`config.mk`:
```
export PLATFORM = sky130hd
export DESIGN_NAME = ps2_kbd_receiver
export DESIGN_NICKNAME = d
export VERILOG_FILES = /design/src/rtl/ps2_pkg.sv /design/src/rtl/ps2_line_filter.sv /design/src/rtl/ps2_kbd_receiver.sv
export SDC_FILE = /design/constraint.sdc
export NUM_CORES = 1
export LEC_CHECK = 0
export BUFFER_PORTS_ARGS = -buffer_cell sky130_fd_sc_hd__buf_2
export CAP_MARGIN = 20
export CORE_MARGIN = 5
export CORE_UTILIZATION = 40
export DETAILED_ROUTE_END_ITERATION = 6
export HOLD_SLACK_MARGIN = 0.12
export PLACE_DENSITY_LB_ADDON = 0.1
export SLEW_MARGIN = 20
export SYNTH_ARGS = -nofsm -noshare
export SYNTH_HDL_FRONTEND = slang
export SYNTH_SLANG_ARGS = --single-unit
```
`constraint.sdc`:
```
create_clock -name clk -period 6.1 [get_ports clk]
set_input_delay 1.525 -clock clk [delete_from_list [all_inputs] [get_ports clk]]
set_output_delay 1.525 -clock clk [all_outputs]
set_load 0.01 [all_outputs]
```
`src/rtl/ps2_pkg.sv`:
```
`default_nettype none
// ============================================================================
// Module      : ps2_pkg
// Description : Shared PS/2 receiver state encodings, prefix bytes and helpers.
// Revision    : 1.0 - initial release
// ============================================================================
package ps2_pkg;

    localparam logic [1:0] c_ST_IDLE   = 2'd0;
    localparam logic [1:0] c_ST_DATA   = 2'd1;
    localparam logic [1:0] c_ST_PARITY = 2'd2;
    localparam logic [1:0] c_ST_STOP   = 2'd3;

    localparam logic [7:0] PS2_EXT = 8'hE0;
    localparam logic [7:0] PS2_BRK = 8'hF0;

    // PS/2 uses odd parity over the 8 data bits plus the parity bit.
    function automatic logic odd_parity_ok(input logic [7:0] data, input logic par);
        return ^{data, par};
    endfunction

endpackage
`default_nettype wire

```
`src/rtl/ps2_line_filter.sv`:
```
`default_nettype none
// ============================================================================
// Module      : ps2_line_filter
// Description : Two-flop synchronizer, glitch filter and falling-edge detector.
// Revision    : 1.0 - initial release
// ============================================================================
module ps2_line_filter #(
    parameter int FILTER_LEN = 8
) (
    input  logic clk,
    input  logic rst,
    input  logic i_line,
    output logic o_fall
);

    localparam int c_CNT_W = (FILTER_LEN > 1) ? $clog2(FILTER_LEN) : 1;
    localparam logic [c_CNT_W-1:0] c_CNT_MAX = c_CNT_W'(FILTER_LEN - 1);

    logic [1:0]         r_sync_q;
    logic [1:0]         w_sync_d;
    logic               r_level_q;
    logic               w_level_d;
    logic [c_CNT_W-1:0] r_cnt_q;
    logic [c_CNT_W-1:0] w_cnt_d;

    // The level flips on the FILTER_LEN-th consecutive differing sample.
    always_comb begin
        w_sync_d  = {r_sync_q[0], i_line};
        w_level_d = r_level_q;
        w_cnt_d   = '0;
        if (r_sync_q[1] != r_level_q) begin
            if (r_cnt_q == c_CNT_MAX) begin
                w_level_d = r_sync_q[1];
            end else begin
                w_cnt_d = r_cnt_q + 1'b1;
            end
        end
    end

    always_ff @(posedge clk) begin
        if (rst) begin
            r_sync_q  <= 2'b11;
            r_level_q <= 1'b1;
            r_cnt_q   <= '0;
        end else begin
            r_sync_q  <= w_sync_d;
            r_level_q <= w_level_d;
            r_cnt_q   <= w_cnt_d;
        end
    end

    assign o_fall = r_level_q & ~w_level_d;

endmodule
`default_nettype wire

```
`src/rtl/ps2_kbd_receiver.sv`:
```
`default_nettype none
// ============================================================================
// Module      : ps2_kbd_receiver
// Description : PS/2 keyboard frame receiver with E0/F0 prefix decoding.
// Revision    : 1.0 - initial release
// ============================================================================
module ps2_kbd_receiver
    import ps2_pkg::*;
#(
    parameter int FILTER_LEN     = 8,
    parameter int TIMEOUT_CYCLES = 65535
) (
    input  logic       clk,
    input  logic       rst,
    input  logic       kbd_clk,
    input  logic       kbd_data,
    output logic [7:0] code,
    output logic       code_valid,
    output logic       ext,
    output logic       brk,
    output logic       parity_err,
    output logic       frame_err
);

    localparam int c_TMO_W = $clog2(TIMEOUT_CYCLES + 1);
    localparam logic [c_TMO_W-1:0] c_TMO_LAST = c_TMO_W'(TIMEOUT_CYCLES - 1);

    logic               w_clk_fall;
    logic [1:0]         r_data_sync_q;
    logic               w_data_bit;

    logic [1:0]         r_state_q,    w_state_d;
    logic [7:0]         r_shift_q,    w_shift_d;
    logic [2:0]         r_bit_q,      w_bit_d;
    logic               r_par_q,      w_par_d;
    logic [c_TMO_W-1:0] r_tmo_q,      w_tmo_d;
    logic               r_ext_pend_q, w_ext_pend_d;
    logic               r_brk_pend_q, w_brk_pend_d;
    logic [7:0]         r_code_q,     w_code_d;
    logic               r_ext_q,      w_ext_d;
    logic               r_brk_q,      w_brk_d;
    logic               r_valid_q,    w_valid_d;
    logic               r_perr_q,     w_perr_d;
    logic               r_ferr_q,     w_ferr_d;

    ps2_line_filter #(
        .FILTER_LEN (FILTER_LEN)
    ) u_clk_filter (
        .clk    (clk),
        .rst    (rst),
        .i_line (kbd_clk),
        .o_fall (w_clk_fall)
    );

    assign w_data_bit = r_data_sync_q[1];

    always_comb begin
        w_state_d    = r_state_q;
        w_shift_d    = r_shift_q;
        w_bit_d      = r_bit_q;
        w_par_d      = r_par_q;
        w_tmo_d      = '0;
        w_ext_pend_d = r_ext_pend_q;
        w_brk_pend_d = r_brk_pend_q;
        w_code_d     = r_code_q;
        w_ext_d      = r_ext_q;
        w_brk_d      = r_brk_q;
        w_valid_d    = 1'b0;
        w_perr_d     = 1'b0;
        w_ferr_d     = 1'b0;

        if (w_clk_fall) begin
            case (r_state_q)
                c_ST_IDLE: begin
                    if (!w_data_bit) begin
                        w_state_d = c_ST_DATA;
                        w_bit_d   = 3'd0;
                    end else begin
                        w_ferr_d     = 1'b1;
                        w_ext_pend_d = 1'b0;
                        w_brk_pend_d = 1'b0;
                    end
                end
                c_ST_DATA: begin
                    w_shift_d = {w_data_bit, r_shift_q[7:1]};
                    w_bit_d   = r_bit_q + 3'd1;
                    if (r_bit_q == 3'd7) begin
                        w_state_d = c_ST_PARITY;
                    end
                end
                c_ST_PARITY: begin
                    w_par_d   = w_data_bit;
                    w_state_d = c_ST_STOP;
                end
                default: begin
                    // Stop bit: a bad stop bit masks any parity failure.
                    w_state_d = c_ST_IDLE;
                    if (!w_data_bit) begin
                        w_ferr_d     = 1'b1;
                        w_ext_pend_d = 1'b0;
                        w_brk_pend_d = 1'b0;
                    end else if (!odd_parity_ok(r_shift_q, r_par_q)) begin
                        w_perr_d     = 1'b1;
                        w_ext_pend_d = 1'b0;
                        w_brk_pend_d = 1'b0;
                    end else if (r_shift_q == PS2_EXT) begin
                        w_ext_pend_d = 1'b1;
                    end else if (r_shift_q == PS2_BRK) begin
                        w_brk_pend_d = 1'b1;
                    end else begin
                        w_code_d     = r_shift_q;
                        w_ext_d      = r_ext_pend_q;
                        w_brk_d      = r_brk_pend_q;
                        w_valid_d    = 1'b1;
                        w_ext_pend_d = 1'b0;
                        w_brk_pend_d = 1'b0;
                    end
                end
            endcase
        end else if (r_state_q != c_ST_IDLE) begin
            if (r_tmo_q == c_TMO_LAST) begin
                w_state_d    = c_ST_IDLE;
                w_ferr_d     = 1'b1;
                w_ext_pend_d = 1'b0;
                w_brk_pend_d = 1'b0;
            end else begin
                w_tmo_d = r_tmo_q + 1'b1;
            end
        end
    end

    always_ff @(posedge clk) begin
        if (rst) begin
            r_data_sync_q <= 2'b11;
            r_state_q     <= c_ST_IDLE;
            r_shift_q     <= 8'h00;
            r_bit_q       <= 3'd0;
            r_par_q       <= 1'b0;
            r_tmo_q       <= '0;
            r_ext_pend_q  <= 1'b0;
            r_brk_pend_q  <= 1'b0;
            r_code_q      <= 8'h00;
            r_ext_q       <= 1'b0;
            r_brk_q       <= 1'b0;
            r_valid_q     <= 1'b0;
            r_perr_q      <= 1'b0;
            r_ferr_q      <= 1'b0;
        end else begin
            r_data_sync_q <= {r_data_sync_q[0], kbd_data};
            r_state_q     <= w_state_d;
            r_shift_q     <= w_shift_d;
            r_bit_q       <= w_bit_d;
            r_par_q       <= w_par_d;
            r_tmo_q       <= w_tmo_d;
            r_ext_pend_q  <= w_ext_pend_d;
            r_brk_pend_q  <= w_brk_pend_d;
            r_code_q      <= w_code_d;
            r_ext_q       <= w_ext_d;
            r_brk_q       <= w_brk_d;
            r_valid_q     <= w_valid_d;
            r_perr_q      <= w_perr_d;
            r_ferr_q      <= w_ferr_d;
        end
    end

    assign code       = r_code_q;
    assign ext        = r_ext_q;
    assign brk        = r_brk_q;
    assign code_valid = r_valid_q;
    assign parity_err = r_perr_q;
    assign frame_err  = r_ferr_q;

endmodule
`default_nettype wire

```
-- Yosys cells after proc, flatten, opt, wreduce, memory -nomap -nowiden
Index checks and enable logic that the tools add are counted.
- bits in writable memories: 0
- word-level logic and storage cells: 97
- input bits: 4
- output and inout port bits: 13
- bits in read-only memories: 0
- memories kept: 0
- latch bits: 0
- register bits after elaboration: 53
- multiplexer cells: 33
- reduce and logical (&&, ||, !) cells: 19
- div/mod/pow operators: 0
- multiply operators: 0
- bitwise gates (word level): 10
- equality and inequality tests: 15
- magnitude comparators: 0
- $add $sub $neg: 3
- shift operators: 0
- operators by type and width (cell ; count):
    two-way mux 1 bit ; 22
    adder 16 x 1 -> 16 bit (second input constant) ; 1
    equality test 16 bit (second input constant) ; 1
    equality test 8 bit (second input constant) ; 2
    two-way mux 2 bit ; 5
    AND reduction 5 bit ; 2
    inequality test 3 bit (second input constant) ; 3
    inverter 1 bit ; 9
    parity 9 bit ; 1
    nonzero test 2 bit ; 4
    OR reduction 8 bit ; 1
    adder 3 x 1 -> 3 bit (second input constant) ; 2
    equality test 3 bit (second input constant) ; 2
    inequality test 6 bit (second input constant) ; 1
    one-hot mux 1 bit (2 select lines) ; 3
    one-hot mux 2 bit (3 select lines) ; 1
    one-hot mux 3 bit (2 select lines) ; 1
    AND reduction 6 bit ; 1
    OR reduction 3 bit ; 2
    OR reduction 6 bit ; 1
    inequality test 5 bit (second input constant) ; 1
    inequality test 2 bit (second input constant) ; 2
    AND reduction 2 bit ; 2
    AND reduction 4 bit ; 1
    9 further kinds ; 9

-- Logic depth before layout (Yosys ltp)
- depth in word-level cells: 7
- mapped depth: 8

-- Modules after synthesis
Synthesis repeated with hierarchy kept, for this count alone.
- cell total of the unflattened synthesis: 248
- area, all modules: 2308.5 um2
- by module, submodules not included (module ; area each (um2) ; cells an instance ; sequential area each (um2) ; instances):
    ps2_kbd_receiver ; 2092.0 ; 231 ; 940.9 ; 1
    ps2_line_filter ; 216.5 ; 17 ; 120.1 ; 1

-- Worst setup path before layout
OpenSTA, ideal clock, no wires.
- path type: input to register
- from: in rst
- to: reg r_tmo_q[11]
- buffers on the path: 2
- stages: 4
- setup time: 0.064 ns
- data arrival time: 2.432 ns
- path slack: 3.604 ns
- cell sequence: or4_1 -> clkbuf_1 -> buf_2 -> nor2_1
- longest elaborated chain between the ends: 1
- ends and longest elaborated chain (what ; RTL line ; text):
    from (decl) ; ps2_kbd_receiver.sv:14 ; input logic rst,
    OR reduction 4 bit (no source line) ; -- ;
    to (signal assigned) ; ps2_kbd_receiver.sv:154 ; r_tmo_q <= w_tmo_d;
    to (decl) ; ps2_kbd_receiver.sv:36 ; logic [c_TMO_W-1:0] r_tmo_q, w_tmo_d;
Every way passes these cells.
A chain may end at the register's enable or synchronous reset.

-- Worst setup path after layout
- from: in rst
- to: reg r_tmo_q[9]
Same word-level chain as after synthesis.

==> impl_metrics.toml <==
[critical_path]
required_ns = 6.33
crit_type = "in2reg"
critPathMaxFanout = 34
start_kind = "primary input"
endpoint_kind = "register"
critical_path_arrival_ns = 2.88

[cts]
cts_tree = "done"
post_cts_resized = 0
clkTransAtPathRegs_ns = 0.09
h-tree-depth = 2
clk_latency_ns = 0.30
cts_inserted_buffers = 5
clkSinkCount = 53
clk_path_buf_depth = 2
hold_buffers = 0
cts-root-buf = "clkbuf_8"
cts_setup_buffers = 0

[die]
initial_core_util_pct = 41.79
coreArea_um2 = 5608
die-area_um2 = 7489
num_rows = 27
die_x_um = 86.54
ios = 17
die_y_um = 86.54

[sta]
tightestPinTransition_ns = 0.8206
tns_ns = 0
skew_ns = 0.005018
max_slew_margin_pct = 44.79
hold_ws_ns = 0.4124
setup_slack_ns = 3.452
rsz0062_at_grt = "false"
drv_slew = 0
finalHoldViolCount = 0
fin_crit_sh_pct = 43.41
period_minus_slack_ns = 2.648
fmaxAchievable_ghz = 0.3777
setup_viol = 0

[global_route]
grt_pass1_vias = 1619
grtUsageTotal_pct = 11.85
grt_antenna_before_repair = 0
grt_pass1_wl_um = 7182
grt_max_degree = 35
grt_overflow = 0

[detailed_routing]
viasPerCell = 5.032
drt_iter0_drc = 47
drtPass1Iterations = 4
finalWirelength_um = 4190
vias = 1721
antenna_left = 0
drc_errors = 0
routedWlPerCell_um = 12.25

[layout]
fin_nets = 283
final_layout_size_suffix_gt1_share_pct = 12.59
instances_no_fill = 342
areaGrowthSynthToFinish_pct = 10.04
antenna_cells = 0

[synthesis]
syn_nets = 269
synthCells = 255
yosysSeqAreaShare_pct = 45.27
synth-seq-cells = 53
synth_area_um2 = 2343
yosysTopAreaCell = "dfxtp_1"
synth.area.top_cells = "dfxtp_1, nand2_1, ha_1"
yosys_warnings = 0
synthDominantCellAreaShare_pct = 45.27
synth_cell_types = 36
syn_avg_cell_area_um2 = 9.190

[placed_design]
gp_congestion = 0.7261
post-place-ws_ns = 3.120
port_buffers = 16
dp.cells = 334
dp_hpwl_um = 2991

[status]
outcome = "finished, final reports clean"

[power_and_ir_drop]
power.total_w = 0.0005699
p_leak_nw = 0.9501
powerDensity_nw_per_um2 = 221.0
ir_drop_v = 0.0001096

[min_path]
hold_class = "reg2reg"

[flow_run]
drv_cap = 0
==> registers in the layout, summed over array words and instances (netlist names) <==
| register | cells |
|---|---|
| frame_err | 1 |
| code_valid | 1 |
| parity_err | 1 |
| r_bit_q | 3 |
| r_data_sync_q | 2 |
| r_shift_q | 8 |
| r_par_q | 1 |
| r_state_q | 2 |
| u_clk_filter.r_level_q | 1 |
| r_ext_pend_q | 1 |
| r_tmo_q | 16 |
| brk | 1 |
| u_clk_filter.r_sync_q | 2 |
| r_brk_pend_q | 1 |
| u_clk_filter.r_cnt_q | 3 |
| ext | 1 |
| code | 8 |
==> synthesized netlist by cell type, drive strengths merged <==
cell type  number
a21oi          16
a22oi           1
a32oi           2
and2            3
and3b           1
and4b           1
buf             2
clkbuf          7
dfxtp          53
ha             10
inv             8
mux2i          12
nand2          34
nand3          13
nand3b          3
nand4           5
nor2           32
nor2b           5
nor3            5
nor3b           1
nor4            3
o2111ai         3
o21ai           3
o221a           2
o31ai           1
o32ai           1
or2             4
or4             1
or4b            1
xnor2           7
xnor3           2
xor2           12
xor3            1
==> cells in the final DEF (no fill, tap or decap), types with 2 or more instances in the layout <==
cell | netlist | routed
clkbuf_8 | 0 | 7
xor2_1 | 12 | 12
o221a_2 | 2 | 2
nand4_1 | 5 | 5
nor2b_1 | 5 | 5
nand2_1 | 34 | 34
nor2_1 | 32 | 32
nand3_1 | 13 | 13
xnor2_1 | 6 | 6
a32oi_1 | 2 | 2
ha_1 | 10 | 10
a21oi_1 | 16 | 16
or2_2 | 4 | 4
nor4_1 | 3 | 3
o21ai_0 | 3 | 3
buf_2 | 2 | 16
inv_1 | 8 | 8
mux2i_1 | 11 | 11
o2111ai_1 | 3 | 3
nor3_1 | 5 | 5
nand3b_1 | 3 | 3
dfxtp_1 | 53 | 53
and2_1 | 3 | 3
==> final timing paths <==
check,slack (ns),cells past startpoint,to,startpoint
hold / removal,0.41,1,u_clk_filter.r_sync_q[1],u_clk_filter.r_sync_q[0]
hold reg to reg,0.41,1,u_clk_filter.r_sync_q[1],u_clk_filter.r_sync_q[0]
setup / recovery,3.45,3,r_tmo_q[9],rst
setup reg to reg,3.91,7,code[7],u_clk_filter.r_cnt_q[0]
==> power by group <==
| group | switching, W | leakage, nW | internal (W) |
|---|---|---|---|
| clock network | 0.000110 | 0.0542 | 0.000103 |
| logic | 0.00000582 | 0.468 | 0.00000292 |
| registers | 0.00000117 | 0.428 | 0.000347 |
==> cells by family (layout without fill, tap and decap cells) <==
family | after synthesis | in the layout | synth area share (%)
and+or+nand+nor | 112 | 112 | 22.58
DFF | 53 | 53 | 45.28
AOI/OAI and AO/OA | 29 | 29 | 7.902
xor gates and xnor gates | 22 | 22 | 10.41
buffers and inverters | 17 | 32 | 2.830
muxes | 12 | 12 | 5.659
adders and majority gates | 10 | 10 | 5.339
==> metrics by stage <==
stage / instance area [µm²] / utilization [%]
global route: 2579 / 45.98
floorplan: 2344 / -
global placement: 2477 / 44.18
CTS: 2579 / 45.98
detailed placement: 2477 / 44.18
finish: 2579 / 45.98
==> metal layers <==
layer	vias to the layer above	part of all wire, %	wire length, µm	GRT usage [%]
li1	903	-	-	-
met1	800	49	2042	14.69
met2	13	47	1949	20.03
met3	5	3.3	137	3.042
met4	0	1.4	59	3.824
met5	-	0	0	0
==> area by class of cell <==
class,instances,area (µm²)
repair buffers,16,80.08
inverters,8,30.03
well taps,72,90.09
flip-flops and latches,53,1061
multi-input cells,185,1216
clock buffers,7,96.34
clock inverters,1,5.005
fillers,573,3029
==> critical path: stages <==
cell	delay, ns
buf_2	0.29
or4_1	0.86
nor2_1	0.19
No activity file was read; power rests on OpenSTA's default activity.
